==> src/rtl/arf_pkg.sv <==
// Shared types, sizes and the node schedule for the serial ARF engine.
// Source index map: operands 0..17, coefficients 18..25, node results 26..53.
package arf_pkg;

  typedef enum logic {OP_MUL, OP_ADD} op_e;

  typedef logic [1:0] state_e;
  localparam state_e ST_IDLE    = 2'd0;
  localparam state_e ST_LOAD    = 2'd1;
  localparam state_e ST_COMPUTE = 2'd2;
  localparam state_e ST_OUT     = 2'd3;

  localparam int unsigned NUM_NODES   = 28;
  localparam int unsigned FRAME_BEATS = 18;
  localparam int unsigned NUM_COEFS   = 8;
  localparam int unsigned COEF_BASE   = FRAME_BEATS;
  localparam int unsigned NODE_BASE   = COEF_BASE + NUM_COEFS;
  localparam int unsigned NUM_SRC     = NODE_BASE + NUM_NODES;

  typedef logic [5:0] src_idx_t;

  typedef struct packed {
    op_e      op;
    src_idx_t src_a;
    src_idx_t src_b;
  } sched_t;

  localparam src_idx_t X13_IDX = 6'd16;
  localparam src_idx_t X14_IDX = 6'd17;

  // n is the 1-based node number used in the graph description
  function automatic src_idx_t nd(input int unsigned n);
    return src_idx_t'(NODE_BASE + n - 1);
  endfunction

  // k = 0..7 maps to c15,c16,c17,c18,c21,c22,c23,c24
  function automatic src_idx_t cf(input int unsigned k);
    return src_idx_t'(COEF_BASE + k);
  endfunction

  function automatic sched_t sched_lookup(input logic [4:0] idx);
    sched_t s;
    s = '{op: OP_ADD, src_a: '0, src_b: '0};
    if (idx < 5'd8) begin
      s = '{op: OP_MUL, src_a: src_idx_t'({idx, 1'b0}), src_b: src_idx_t'({idx, 1'b1})};
    end else begin
      case (idx)
        5'd8:    s = '{op: OP_ADD, src_a: nd(1),  src_b: nd(2)};
        5'd9:    s = '{op: OP_ADD, src_a: nd(3),  src_b: nd(4)};
        5'd10:   s = '{op: OP_ADD, src_a: nd(5),  src_b: nd(6)};
        5'd11:   s = '{op: OP_ADD, src_a: nd(7),  src_b: nd(8)};
        5'd12:   s = '{op: OP_ADD, src_a: nd(10), src_b: X13_IDX};
        5'd13:   s = '{op: OP_ADD, src_a: nd(11), src_b: X14_IDX};
        5'd14:   s = '{op: OP_MUL, src_a: nd(13), src_b: cf(0)};
        5'd15:   s = '{op: OP_MUL, src_a: nd(14), src_b: cf(1)};
        5'd16:   s = '{op: OP_MUL, src_a: nd(13), src_b: cf(2)};
        5'd17:   s = '{op: OP_MUL, src_a: nd(14), src_b: cf(3)};
        5'd18:   s = '{op: OP_ADD, src_a: nd(15), src_b: nd(16)};
        5'd19:   s = '{op: OP_ADD, src_a: nd(17), src_b: nd(18)};
        5'd20:   s = '{op: OP_MUL, src_a: nd(19), src_b: cf(4)};
        5'd21:   s = '{op: OP_MUL, src_a: nd(20), src_b: cf(5)};
        5'd22:   s = '{op: OP_MUL, src_a: nd(19), src_b: cf(6)};
        5'd23:   s = '{op: OP_MUL, src_a: nd(20), src_b: cf(7)};
        5'd24:   s = '{op: OP_ADD, src_a: nd(21), src_b: nd(22)};
        5'd25:   s = '{op: OP_ADD, src_a: nd(23), src_b: nd(24)};
        5'd26:   s = '{op: OP_ADD, src_a: nd(9),  src_b: nd(25)};
        5'd27:   s = '{op: OP_ADD, src_a: nd(12), src_b: nd(26)};
        default: s = '{op: OP_ADD, src_a: '0, src_b: '0};
      endcase
    end
    return s;
  endfunction

endpackage

==> src/rtl/arf_alu.sv <==
// Shared datapath: one truncating fixed-point multiplier and one wrapping adder.
module arf_alu
  import arf_pkg::*;
#(
  parameter int unsigned W    = 16,
  parameter int unsigned FRAC = 0
) (
  input  op_e                  op,
  input  logic signed [W-1:0]  a,
  input  logic signed [W-1:0]  b,
  output logic signed [W-1:0]  y
);

  logic signed [2*W-1:0] prod;
  logic signed [W-1:0]   mul_y;
  logic signed [W-1:0]   add_y;

  assign prod  = a * b;
  assign mul_y = W'(prod >>> FRAC);
  assign add_y = a + b;

  always_comb begin
    y = add_y;
    if (op == OP_MUL) y = mul_y;
  end

endmodule

==> src/rtl/arf_serial_engine.sv <==
// Time-multiplexed ARF executor: loads an 18-beat operand frame, evaluates the
// 28 graph nodes one per cycle on a shared ALU, then streams out n27 and n28.
module arf_serial_engine
  import arf_pkg::*;
#(
  parameter int unsigned W    = 16,
  parameter int unsigned FRAC = 0
) (
  input  logic          clk,
  input  logic          rst,
  input  logic          cfg_we,
  input  logic [2:0]    cfg_addr,
  input  logic [W-1:0]  cfg_data,
  input  logic          s_valid,
  output logic          s_ready,
  input  logic [W-1:0]  s_data,
  output logic          m_valid,
  input  logic          m_ready,
  output logic [W-1:0]  m_data,
  output logic          m_last,
  output logic          busy
);

  localparam src_idx_t N27_IDX = src_idx_t'(NODE_BASE + 26);
  localparam src_idx_t N28_IDX = src_idx_t'(NODE_BASE + 27);

  state_e     state_q, state_d;
  logic [4:0] beat_q, beat_d;
  logic [4:0] node_q, node_d;
  logic       out_beat_q, out_beat_d;

  // Operands, coefficients and node results share one indexable file
  logic signed [W-1:0] regs_q [NUM_SRC];

  sched_t              sched;
  logic signed [W-1:0] alu_a, alu_b, alu_y;
  src_idx_t            beat_idx, cfg_idx, node_idx;
  logic                s_fire, cfg_fire;

  assign sched    = sched_lookup(node_q);
  assign alu_a    = regs_q[sched.src_a];
  assign alu_b    = regs_q[sched.src_b];
  assign beat_idx = src_idx_t'(beat_q);
  assign cfg_idx  = src_idx_t'(COEF_BASE) + src_idx_t'(cfg_addr);
  assign node_idx = src_idx_t'(NODE_BASE) + src_idx_t'(node_q);

  assign s_ready  = (state_q == ST_LOAD);
  assign busy     = (state_q == ST_COMPUTE) || (state_q == ST_OUT);
  assign m_valid  = (state_q == ST_OUT);
  assign m_last   = m_valid && out_beat_q;
  assign m_data   = m_valid ? (out_beat_q ? regs_q[N28_IDX] : regs_q[N27_IDX]) : '0;
  assign s_fire   = s_valid && s_ready;
  // Coefficients are frozen while a frame is in flight
  assign cfg_fire = cfg_we && !busy;

  arf_alu #(
    .W    (W),
    .FRAC (FRAC)
  ) u_alu (
    .op (sched.op),
    .a  (alu_a),
    .b  (alu_b),
    .y  (alu_y)
  );

  always_comb begin
    state_d    = state_q;
    beat_d     = beat_q;
    node_d     = node_q;
    out_beat_d = out_beat_q;
    case (state_q)
      ST_IDLE: state_d = ST_LOAD;
      ST_LOAD: begin
        if (s_fire) begin
          if (beat_q == 5'(FRAME_BEATS - 1)) begin
            beat_d  = '0;
            node_d  = '0;
            state_d = ST_COMPUTE;
          end else begin
            beat_d = beat_q + 5'd1;
          end
        end
      end
      ST_COMPUTE: begin
        if (node_q == 5'(NUM_NODES - 1)) begin
          node_d     = '0;
          out_beat_d = 1'b0;
          state_d    = ST_OUT;
        end else begin
          node_d = node_q + 5'd1;
        end
      end
      ST_OUT: begin
        if (m_ready) begin
          if (out_beat_q) begin
            out_beat_d = 1'b0;
            state_d    = ST_LOAD;
          end else begin
            out_beat_d = 1'b1;
          end
        end
      end
      default: state_d = ST_IDLE;
    endcase
  end

  always_ff @(posedge clk or posedge rst) begin
    if (rst) begin
      state_q    <= ST_IDLE;
      beat_q     <= '0;
      node_q     <= '0;
      out_beat_q <= 1'b0;
    end else begin
      state_q    <= state_d;
      beat_q     <= beat_d;
      node_q     <= node_d;
      out_beat_q <= out_beat_d;
    end
  end

  always_ff @(posedge clk or posedge rst) begin
    if (rst) begin
      for (int unsigned i = 0; i < NUM_SRC; i++) regs_q[i] <= '0;
    end else begin
      if (s_fire)                   regs_q[beat_idx] <= s_data;
      if (cfg_fire)                 regs_q[cfg_idx]  <= cfg_data;
      if (state_q == ST_COMPUTE)    regs_q[node_idx] <= alu_y;
    end
  end

endmodule

==> config.mk <==
export PLATFORM = sky130hd
export DESIGN_NAME = arf_serial_engine
export DESIGN_NICKNAME = d
export VERILOG_FILES = /design/src/rtl/arf_pkg.sv /design/src/rtl/arf_alu.sv /design/src/rtl/arf_serial_engine.sv
export SDC_FILE = /design/constraint.sdc
export NUM_CORES = 2
export LEC_CHECK = 0
export ABC_AREA = 1
export BUFFER_PORTS_ARGS = -buffer_cell sky130_fd_sc_hd__buf_2
export CORE_ASPECT_RATIO = 0.9
export CORE_MARGIN = 2
export CORE_UTILIZATION = 60
export DETAILED_ROUTE_END_ITERATION = 8
export PLACE_DENSITY = 0.73
export SETUP_SLACK_MARGIN = 0.4
export SLEW_MARGIN = 10
export SYNTH_ARGS = -nofsm -noshare
export SYNTH_HDL_FRONTEND = slang
export SYNTH_SLANG_ARGS = --single-unit
==> constraint.sdc <==
create_clock -name clk -period 82.2 [get_ports clk]
set_input_delay 16.44 -clock clk [delete_from_list [all_inputs] [get_ports clk]]
set_output_delay 16.44 -clock clk [all_outputs]
set_load 0.005 [all_outputs]
### After elaboration in Yosys (flattened, before gate mapping)

Memories as Yosys holds them, arrays and structs flattened.
Cells that the tools add are included.
W data, S select, Z words.

* memories kept: 1
* word-level logic and storage cells: 141
* flip-flop bits (word level): 877
* output and inout port bits: 20
* memory bits (read-only): 416

* reduce and logical (&&, ||, !) cells: 15
* add/sub/neg operators: 5
* bitwise operators: 5
* magnitude comparators: 9
* multipliers: 1
* eq/ne operators: 10
* muxes and demuxes: 37

Memories
* (no name shown): words 32, bits a word 13, rd ports 1, clocked after memory_dff 0, wr ports 0, line arf_pkg.sv:47 `case (idx)`

Operator list (count)
* $bwmux W864: 3
* $mux W864: 3
* $demux W16 S6: 3
* $bmux W16 S6: 2
* $mux W16: 10
* $ge A7 B7 Y1 const B: 5
* $not A6 Y7: 4
* $lt A7 B1 Y1 const B: 3
* $mux W5: 4
* $add A16 B16 Y16: 1
* $mul A16 B16 Y16: 1
* $mux W13: 1
* $add A5 B1 Y5 const B: 2
* $eq A5 B5 Y1 const B: 2
* $mux W2: 5
* $ne A2 B1 Y1 const B: 5
* $pmux W5 S2: 1
* $pmux W2 S4: 1
* $not A5 Y7: 1
* $add A5 B3 Y6 const A: 1
* $add A5 B5 Y6 const A: 1
* $logic_and A1 B1 Y1: 6
* $reduce_and A3 Y1: 2
* $lt A5 B4 Y1 const B: 1
* 10 further kinds: 14

### Longest topological paths before layout

* depth after elaboration: 11
* mapped depth: 56

### Cells and area by module

From an unflattened synthesis, not the netlist that was laid out.

* cell total of the unflattened synthesis: 8450
* area, all modules: 58300.9 µm²

Modules (own cells, without submodules)
* arf_serial_engine: cells each 7628, times used 1, area an instance 52875.7 µm²
* arf_alu: cells each 822, times used 1, area an instance 5425.2 µm²

### Worst setup path after synthesis

OpenSTA, ideal clock, no wires.

* path kind: input to register
* start: in cfg_addr[1]
* end: reg regs_q[407] in the netlist's numbering
* cell stages on the path: 13
* path slack: 63.774 ns
* path buffers: 1
* arrival time: 18.306 ns
* cell sequence: ha_1 -> inv_1 -> nor2_1 -> inv_1 -> nor2_1 -> clkinv_1 -> nor2_1 -> inv_1 -> clkbuf_1 -> o21ai_0 -> nand2_1 -> o21ai_0 -> inv_1

* cells in the longest elaborated chain, start to end: 10
* elaborated cells on any way between the ends: 11
* classes of those cells: add/sub (1); order compare (2); mux (6); bitwise (1); reduce/logical (1)

RTL lines
* start: declaration: line arf_serial_engine.sv:12 `input logic [2:0] cfg_addr,`
* $add A5 B3 Y6 (*): line arf_serial_engine.sv:44 `assign cfg_idx = src_idx_t'(COEF_BASE) + src_idx_t'(cfg_addr);`
* $not A6 Y7 (implied by the code) (*): line arf_serial_engine.sv:126 `if (cfg_fire) regs_q[cfg_idx] <= cfg_data;`
* $ge A7 B7 Y1 (implied by the code) or $lt A7 B1 Y1 (tied branches): line arf_serial_engine.sv:126
* $logic_and A1 B1 Y1 (implied by the code): line arf_serial_engine.sv:126
* $mux W16 (implied by the code): line arf_serial_engine.sv:126
* $demux W16 S6 (*): line arf_serial_engine.sv:126
* $bwmux W864 (*): line arf_serial_engine.sv:126
* $mux W864 (*): line arf_serial_engine.sv:126
* $bwmux W864: line arf_serial_engine.sv:127 `if (state_q == ST_COMPUTE) regs_q[node_idx] <= alu_y;`
* $mux W864 (*): line arf_serial_engine.sv:127
* end signal: indexed assignment: line arf_serial_engine.sv:125 `if (s_fire) regs_q[beat_idx] <= s_data;`
* end signal: indexed assignment: line arf_serial_engine.sv:126
* end signal: indexed assignment: line arf_serial_engine.sv:127
* end: declaration: line arf_serial_engine.sv:33 `logic signed [W-1:0] regs_q [NUM_SRC];`

Mark *: on every way between the ends. The rest lies on a longest branch, timed or not.
A chain may end at the register's enable or synchronous reset.

### Final worst setup path

* start: reg state_q[0]
* end: out m_data[1]

* cells in the longest elaborated chain, start to end: 2

RTL lines
* start: declaration: line arf_serial_engine.sv:27 `state_e state_q, state_d;`
* start signal: assignment: line arf_serial_engine.sv:114 `state_q <= state_d;`
* $eq A2 B2 Y1: line arf_serial_engine.sv:49 `assign m_valid = (state_q == ST_OUT);`
* $mux W16: line arf_serial_engine.sv:51 `assign m_data = m_valid ? (out_beat_q ? regs_q[N28_IDX] : regs_q[N27_IDX]) : '0;`
* end: declaration: line arf_serial_engine.sv:19 `output logic [W-1:0] m_data,`

No other way between the ends.

==> parameters.txt <==
Parameter                              Value

Layout
  Multi-input combinational cell area    0.0304 mm²
  Most common cell after layout, fill and taps aside    nand2_1
  Most used cells in the layout excluding fill and tap cells    nand2_1, nand3_1, o21ai_0
  Proportion of layout cells with a drive suffix above 1    0.0518
  Layout net count    8220
  Final standard cell utilization of the core    0.643
  Number of filler cells placed in the layout    8879
  P&R area growth vs syn    6.05%
  Footprint of the flip-flops and latches    0.0219 mm²
  Post-layout instance count excluding filler cells    9350

Synth
  Number of synthesized register bits    877
  Syn nets    8607
  Syn avg cell area    6.97 µm²
  Number of distinct standard cells referenced by the synthesized netlist    44
  Yosys warns    0
  Netlist area before placement    0.0585 mm²
  Number of synthesized flops with an enable pin    0
  Dominant register cell in the synthesized netlist    dfrtp_1
  Share of flip-flops with an asynchronous set or reset after synthesis    1.00
  Post-Syn Instances    8391
  Sequential share of the synthesized area    0.375

Worst setup path
  Flop2flop setup slack    69.44 ns
  Max stage delay on crit path    0.52 ns
  Sequence of cells on the critical path    ha_1 > nand2_1 > clkinv_1 > nand2_1 > o21ai_0 > buf_2
  Top delay family on crit path    simple AND/OR/NAND/NOR gates
  Crit start category    flip-flop
  Required time at the worst-slack endpoint    65.76 ns
  Buffers & Inverters on Critical Path    2
  Arrival time worst endpoint    2.80 ns
  Critical setup path kind    flip-flop to output port
  Cell repeated most along the worst path    nand2_1
  Critical Path Sink Type    output port
  Critical-path cell with the highest stage delay    nand2_1
  Top fanout value on the critical path    10

Die
  Die Area    0.100 mm²
  Area of the core region    0.0965 mm²
  Height of the chip    300 µm
  # IOs    60
  Overall die width    333 µm
  Number of rows created at floorplan    108
  Initial core utilization    0.606

Global route
  Maximum number of pins on one net before global-route repair    200
  GRT Overall Usage    0.455
  Global-route wire length before repair    347000 µm
  Antenna violations before repair    7
  Via count of the first global-routing pass    56.2k
  Total grt overflow    0

Drt
  DRC violations left    0
  DRT Wirelength    232000 µm
  Number of iterations in the first detailed-routing pass    8
  Post-DRT Antenna Nets    0
  Detailed router's first-iteration violation count    9993
  Number of vias in the routed layout    61.4k
  Vias per Instance    6.57
  Wirelength per Cell    24.9 µm

Clock network
  Setup Fix Bufs, Post-CTS    0
  Clock insertion delay at the later pin of the skew report    0.73 ns
  CTS Root Cell    clkbuf_16
  CTS tree    done
  CTS H-tree lvls    3
  Cells resized by post-CTS repair    0
  Count of hold buffers inserted by post-cts repair    0
  Clock-pin slew on the worst setup and hold paths    0.06 ns
  Num CTS Buffers    99
  Maximum count of clock buffers along a single path    3
  Clock tree sinks    877

Placement
  Port bufs    59
  Worst slack after detailed placement    62.61 ns
  Post-Place Cells    9168
  DP Wirelength    142000 µm
  GP Congestion    1.03

STA
  Min Tclk post-route    19.24 ns
  Hold Vio Cnt, Final    0
  Final setup vio count    0
  Max Fclk    0.0520 GHz
  Part of the cycle the worst path needs    0.234
  Worst Max-Slew Pin Slew    1.30 ns
  Total negative setup slack    0 ns
  Setup repair after global routing missed its margin    false
  Max_slew headroom    0.118
  Worst clock skew on the final layout    0.0470 ns
  Setup ws final    62.96 ns
  Final max-slew violation count    0

Run status
  Result of the run    complete, no violations

Flow run
  Max cap viols    0

Min path
  Worst hold path type    flip-flop to flip-flop
metal layers:
layer,up-vias,routed length [µm],part of all wire,track usage
met4,10,15500,0.067,0.261
met1,28600,87700,0.38,0.615
met3,973,36800,0.16,0.166
met5,-,63,0.00027,0
met2,4704,92300,0.40,0.627
li1,27200,-,-,-
state kept, by name, indices dropped and copies added, names as in the netlist:
register / count
out_beat_q: 1
node_q: 5
regs_q: 864
state_q: 2
beat_q: 5
worst paths after layout:
path | start | to | cells past startpoint
worst max register to register | node_q[1] | regs_q[125] | 42
worst min register to register | regs_q[260] | regs_q[260] | 2
min in group asynchronous | rst | regs_q[795] | 2
worst max-delay path | state_q[0] | m_data[1] | 6
max in group asynchronous | rst | regs_q[434] | 4
worst min-delay path | regs_q[260] | regs_q[260] | 2
metrics by stage:
| stage | area (µm²) | hold WS, ns |
|---|---|---|
| 3_5_place_dp | 58600 | 0.473 |
| 3_3_place_gp | 58600 | 0.466 |
| 4_1_cts | 62000 | 0.487 |
| 5_1_grt | 62000 | 0.499 |
| 6_report | 62000 | 0.482 |
| 2_1_floorplan | 58500 | 0.453 |
cell families (layout without fill, tap and decap cells):
kind of cell | count (synthesis) | after routing | share of synthesized area
AO/OA/AOI/OAI | 2146 | 2146 | 0.204
XOR/XNOR | 18 | 18 | 0.00321
adder cells (fa/ha/maj) | 176 | 176 | 0.0478
buffers and inverters | 1567 | 1259 | 0.109
flip-flops | 877 | 877 | 0.375
multiplexers | 2 | 2 | 0.000342
other | 0 | 2 | 0
AND/OR/NAND/NOR | 3605 | 3605 | 0.261
area by class of cell:
class	instances	area share
Antenna cell	2	0.0000807
Clock buffer	154	0.0478
Clock inverter	26	0.00650
Inverter	892	0.0544
Multi-Input combinational cell	5947	0.489
Sequential cell	877	0.354
Tap cell	1265	0.0255
Timing Repair Buffer	187	0.0225
cells in the mapped netlist, drive strengths merged, types with 2 or more instances:
cell	instances	area, µm²
a211oi	74	556
a21oi	397	1990
a31oi	7	43.8
buf	310	1630
clkbuf	365	1370
clkinv	30	113
dfrtp	877	21900
fa	79	1580
ha	97	1210
inv	862	3240
mux2i	2	20.0
nand2	2009	7570
nand3	1279	6410
nand3b	6	45.0
nand4	2	12.5
nor2	289	1100
nor3	9	45.0
o211ai	332	2490
o21ai	1247	6250
o21bai	11	82.6
o221ai	7	61.3
o22ai	66	413
or2	10	62.6
xnor2	6	52.6
xor2	10	87.6
xor3	2	47.6
worst min-delay path, stage by stage, from the launching register on:
cell,delay [ns]
dfrtp_1,0.34
nand2_1,0.05
o21ai_0,0.06
Power is left out: the tool's default activity adds up to more than one toggle a clock period on the data nets, which glitch-free logic cannot reach.
